**src/rtl/adder_arbiter.sv**
```systemverilog
// Round-robin arbiter that shares one 32-bit adder among N requesters and
// returns each tagged 33-bit sum through a single-entry, drain-and-refill output register.

module adder32 (
  input  logic [31:0] a,
  input  logic [31:0] b,
  output logic [32:0] sum
);
  assign sum = {1'b0, a} + {1'b0, b};
endmodule

module adder_arbiter #(
  parameter  int N   = 4,
  localparam int IDW = $clog2(N)
) (
  input  logic              clk,
  input  logic              rst,
  input  logic [N-1:0]      req_valid,
  output logic [N-1:0]      req_ready,
  input  logic [32*N-1:0]   req_a,
  input  logic [32*N-1:0]   req_b,
  output logic              rsp_valid,
  input  logic              rsp_ready,
  output logic [32:0]       rsp_sum,
  output logic [IDW-1:0]    rsp_id,
  output logic [15:0]       op_count
);

  typedef enum logic {EMPTY = 1'b0, FULL = 1'b1} state_t;

  state_t           state_reg;
  state_t           state_next;
  logic [IDW-1:0]   last_grant_reg;
  logic [32:0]      rsp_sum_reg;
  logic [IDW-1:0]   rsp_id_reg;
  logic [15:0]      op_count_reg;

  logic [31:0]      a_arr [N];
  logic [31:0]      b_arr [N];
  logic             win_found;
  logic [IDW-1:0]   win_id;
  logic [IDW:0]     cand_sum;
  logic             can_accept;
  logic             fire;
  logic [31:0]      sel_a;
  logic [31:0]      sel_b;
  logic [32:0]      adder_sum;

  genvar gi;
  generate
    for (gi = 0; gi < N; gi++) begin : g_unpack
      assign a_arr[gi] = req_a[32*gi +: 32];
      assign b_arr[gi] = req_b[32*gi +: 32];
    end
  endgenerate

  // Scan last_grant+1 .. last_grant+N (mod N); the first valid requester wins.
  always_comb begin
    win_found = 1'b0;
    win_id    = '0;
    cand_sum  = '0;
    for (int k = 1; k <= N; k++) begin
      cand_sum = {1'b0, last_grant_reg} + (IDW+1)'(k);
      if (cand_sum >= (IDW+1)'(N))
        cand_sum = cand_sum - (IDW+1)'(N);
      if (!win_found && req_valid[cand_sum[IDW-1:0]]) begin
        win_found = 1'b1;
        win_id    = cand_sum[IDW-1:0];
      end
    end
  end

  assign can_accept = (state_reg == EMPTY) || rsp_ready;
  assign fire       = rst && win_found && can_accept;

  always_comb begin
    req_ready = '0;
    if (fire)
      req_ready[win_id] = 1'b1;
  end

  assign sel_a = a_arr[win_id];
  assign sel_b = b_arr[win_id];

  adder32 u_adder (
    .a   (sel_a),
    .b   (sel_b),
    .sum (adder_sum)
  );

  always_ff @(posedge clk) begin
    if (!rst)
      state_reg <= EMPTY;
    else
      state_reg <= state_next;
  end

  always_comb begin
    state_next = state_reg;
    case (state_reg)
      EMPTY: if (fire) state_next = FULL;
      FULL: begin
        if (fire)
          state_next = FULL;
        else if (rsp_ready)
          state_next = EMPTY;
      end
      default: state_next = EMPTY;
    endcase
  end

  always_comb begin
    rsp_valid = (state_reg == FULL);
  end

  // Result, tag and priority pointer only move on an accepted request.
  always_ff @(posedge clk) begin
    if (!rst) begin
      rsp_sum_reg    <= '0;
      rsp_id_reg     <= '0;
      last_grant_reg <= IDW'(N-1);
      op_count_reg   <= '0;
    end else if (fire) begin
      rsp_sum_reg    <= adder_sum;
      rsp_id_reg     <= win_id;
      last_grant_reg <= win_id;
      op_count_reg   <= op_count_reg + 16'd1;
    end
  end

  assign rsp_sum  = rsp_sum_reg;
  assign rsp_id   = rsp_id_reg;
  assign op_count = op_count_reg;

endmodule

```
**config.mk**
```make
export PLATFORM = sky130hd
export DESIGN_NAME = adder_arbiter
export DESIGN_NICKNAME = d
export VERILOG_FILES = /design/src/rtl/adder_arbiter.sv
export SDC_FILE = /design/constraint.sdc
export NUM_CORES = 1
export LEC_CHECK = 0
export ABC_AREA = 1
export CAP_MARGIN = 15
export CORE_MARGIN = 5
export CORE_UTILIZATION = 47
export CTS_BUF_LIST = sky130_fd_sc_hd__clkbuf_4
export DETAILED_ROUTE_END_ITERATION = 10
export PLACE_DENSITY = 0.88
export RECOVER_POWER = 50
export SYNTH_ARGS = -nofsm -noshare
export SYNTH_HDL_FRONTEND = slang
export SYNTH_HIERARCHICAL = 1
export SYNTH_SLANG_ARGS = --single-unit
```
**constraint.sdc**
```tcl
create_clock -name clk -period 5.03 [get_ports clk]
set_clock_uncertainty 0.2 [all_clocks]
set_input_delay 1.509 -clock clk [delete_from_list [all_inputs] [get_ports clk]]
set_output_delay 1.509 -clock clk [all_outputs]
set_load 0.02 [all_outputs]
```
==> summary.txt <==
Clk buf depth: 2
Total track usage: 30.3%
Worst-Skew Late Latency: 400 ps
Max-Slew Margin vs Limit: 66.9%
Most common cell in the synthesized netlist: nand2_1
TritonCTS clock tree: built
Global-route wire length before repair: 51400 µm
Largest family of logic cells by synthesized area: simple AND/OR/NAND/NOR gates
Post-route antenna net violation count: 0
Core box area: 17400 µm²
Crit path max-delay family: simple AND/OR/NAND/NOR gates
Final Hold Violating Endpoints: 0
Hold slack: 271 ps
Ys flop type: dfxtp_1
Worst R2R End: rsp_sum[20]
Die Span Y: 143 µm
H-Tree Level Count: 2
Pins Over Slew Limit: 0
Status: finished, final reports clean
Initial drt markers: 898
DR WL/cell: 15.2 µm
Setup total negative slack: 0 ps
Worst path most repeated cell: nand2_1
Placed inst area: 12100 µm²
Post-route DRC: 0
Register area share after synthesis: 12.9%
Largest net degree at the start of global routing: 73
Root buf cell: clkbuf_4
Crit path buffers/inverters: 3
Synth Area in Adders: 5.17%
Hold path start: rsp_sum[10]
Vias in the first global route: 10600
Yosys cell types: 32
Post-Synth XOR/XNOR Area: 2.62%
Crit-path slowest cell: clkdlybuf4s50_1
Hold Path End: rsp_sum[10]
Post-route cell area: 12400 µm²
Port Buffers: 318
Layout area overhead: 47.6%
Placer Congestion: 1.02
Initial Util: 48.1%
Largest register FFs: 33
Compound-Gate Fraction of Synth Area: 2.87%
Synth warn: 6
Routed WL: 33300 µm
Tmin final: 4930 ps
Fill count: 1582
Num CTS Buffers: 5
Final period util: 98.1%
Synth top cells by count: nand2_1 (560), inv_1 (383), nand3_1 (205), nand4_1 (131), buf_2 (63)
Worst-path fanout max: 3
Min-Delay Path Class: flip-flop to flip-flop
WHS Path Cells: 2
Synthesized area: 8370 µm²
Post-DP HPWL: 26800 µm
Top cells by area, synth: nand2_1 (25%), inv_1 (17%), dfxtp_1 (13%)
Die Wd: 143 µm
Routed vias: 11400
Post-route setup slack: 95.5 ps
Worst reg2reg startpoint: last_grant_reg[0]
Drt pass-1 iters: 5
Grt ovf: 0
Post-synth ARST share: 0%
Startpoint types: input port
Simple-gate portion of the synthesized area: 53.2%
Yosys top cell by area: nand2_1
Layout cells sized above 1: 7.68%
Clock sinks: 54
Die area: 20600 µm²
Clk slew on worst S/H paths: 160 ps
Mapped Cells: 1638
Critical Path Sink Type: primary output
Kind of critical path: input port to primary output
Cts hold-fix bufs: 0
Initial antenna violation count: 2
Max incr delay on CP: 510 ps
Mux share of post-synthesis cell area: 0%
Reg2reg setup slack: 1060 ps
Peak Freq: 203 MHz
Max-cap violations: 0
Synth top area share: 25.1%
Worst EP arrival: 3230 ps
Avg Synthesized Cell Area: 5.11 µm²
Post-DR vias/cell: 5.19
Req. time, crit path: 3320 ps
# rows: 48
Critical path cell sequence: clkdlybuf4s50_1 > nand2_1 > nand2_1 > nand2_1 > nand2_1 > o21ai_1 > nand2_1 > nand2_1 > nand2_2 > inv_2 > nor3_1 > buf_2
EDFF count, synth: 0
R2R cell count: 26
Syn nets: 1935
Final nets: 2263
Worst Max-Slew Pin Slew: 496 ps
Pre-CTS WS: -332 ps
Ports: 319
Register bit total from synthesis: 54
Final setup violation count: 0
[worst min-delay path, cell delays in order, from the launching register on]
cell and delay [ps]:
dfxtp_1 340, nand3_1 70, nand2_1 40
[kinds of logic after synthesis]
| group | count (synthesis) |
|---|---|
| xor+xnor | 25 |
| fa+ha+maj | 34 |
| flops | 54 |
| buf+inv | 480 |
| compound gates | 47 |
| simple gates | 998 |
[per-layer routing]
layer / wire, µm / global-route usage (%)
met1: 13200 / 37.9
met2: 15900 / 52.7
met3: 2950 / 5.39
met4: 1230 / 10.2
met5: 0 / 0
[worst max-delay path by stage]
stage / from / endpoint / slack, ps / cells after the start
after global placement: req_valid[0] / rsp_sum[31] / -350 / 25
after CTS: req_valid[0] / req_ready[0] / 6 / 12
after detailed placement: req_valid[0] / rsp_sum[31] / -330 / 27
final: req_valid[0] / req_ready[1] / 100 / 12
after floorplan: req_valid[2] / req_ready[1] / 470 / 11
after global routing: req_valid[0] / rsp_sum[21] / -30 / 25
[timing repair]
action | 4_1_cts | 5_1_grt
cloned | 0 | 3
endpoints found under the setup margin | 4 | 29
resized for setup | 5 | 35
buffers inserted | 0 | 0
[cells in the final DEF, fill, tap and decap left out, drive strengths merged, types with 2 or more instances in the layout]
| cell type | n |
|---|---|
| nand2 | 577 |
| inv | 393 |
| clkdlybuf4s50 | 266 |
| nand3 | 210 |
| nand4 | 131 |
| buf | 89 |
| nor2 | 63 |
| dfxtp | 54 |
| dlygate4sd3 | 48 |
| a21oi | 37 |
| ha | 33 |
| xor2 | 22 |
| nor3 | 12 |
| clkbuf | 10 |
| o21ai | 8 |
| xnor2 | 3 |
| diode | 2 |
| clkinv | 2 |
| or2 | 2 |
[through the flow]
stage / util (%) / std cells
2_1_floorplan: - / 1638
3_5_place_dp: 69.7 / 2181
3_3_place_gp: 69.7 / 2181
6_report: 70.9 / 2194
4_1_cts: 70.0 / 2189
5_1_grt: 70.9 / 2194
[layout make-up]
| type | instances | area, µm² | area share, % |
|---|---|---|---|
| clock inverter | 3 | 20.0 | 0.162 |
| sequential | 54 | 1080 | 8.75 |
| inverter | 393 | 1480 | 12.0 |
| clock buffer | 5 | 37.5 | 0.304 |
| tap | 225 | 282 | 2.28 |
| antenna | 2 | 5.00 | 0.0405 |
| multi-input combinational | 1104 | 5410 | 43.8 |
| timing repair buffer | 408 | 4040 | 32.7 |
Power is not shown: default switching activity piles up to over one toggle a cycle in this logic, so the estimate is an artifact.
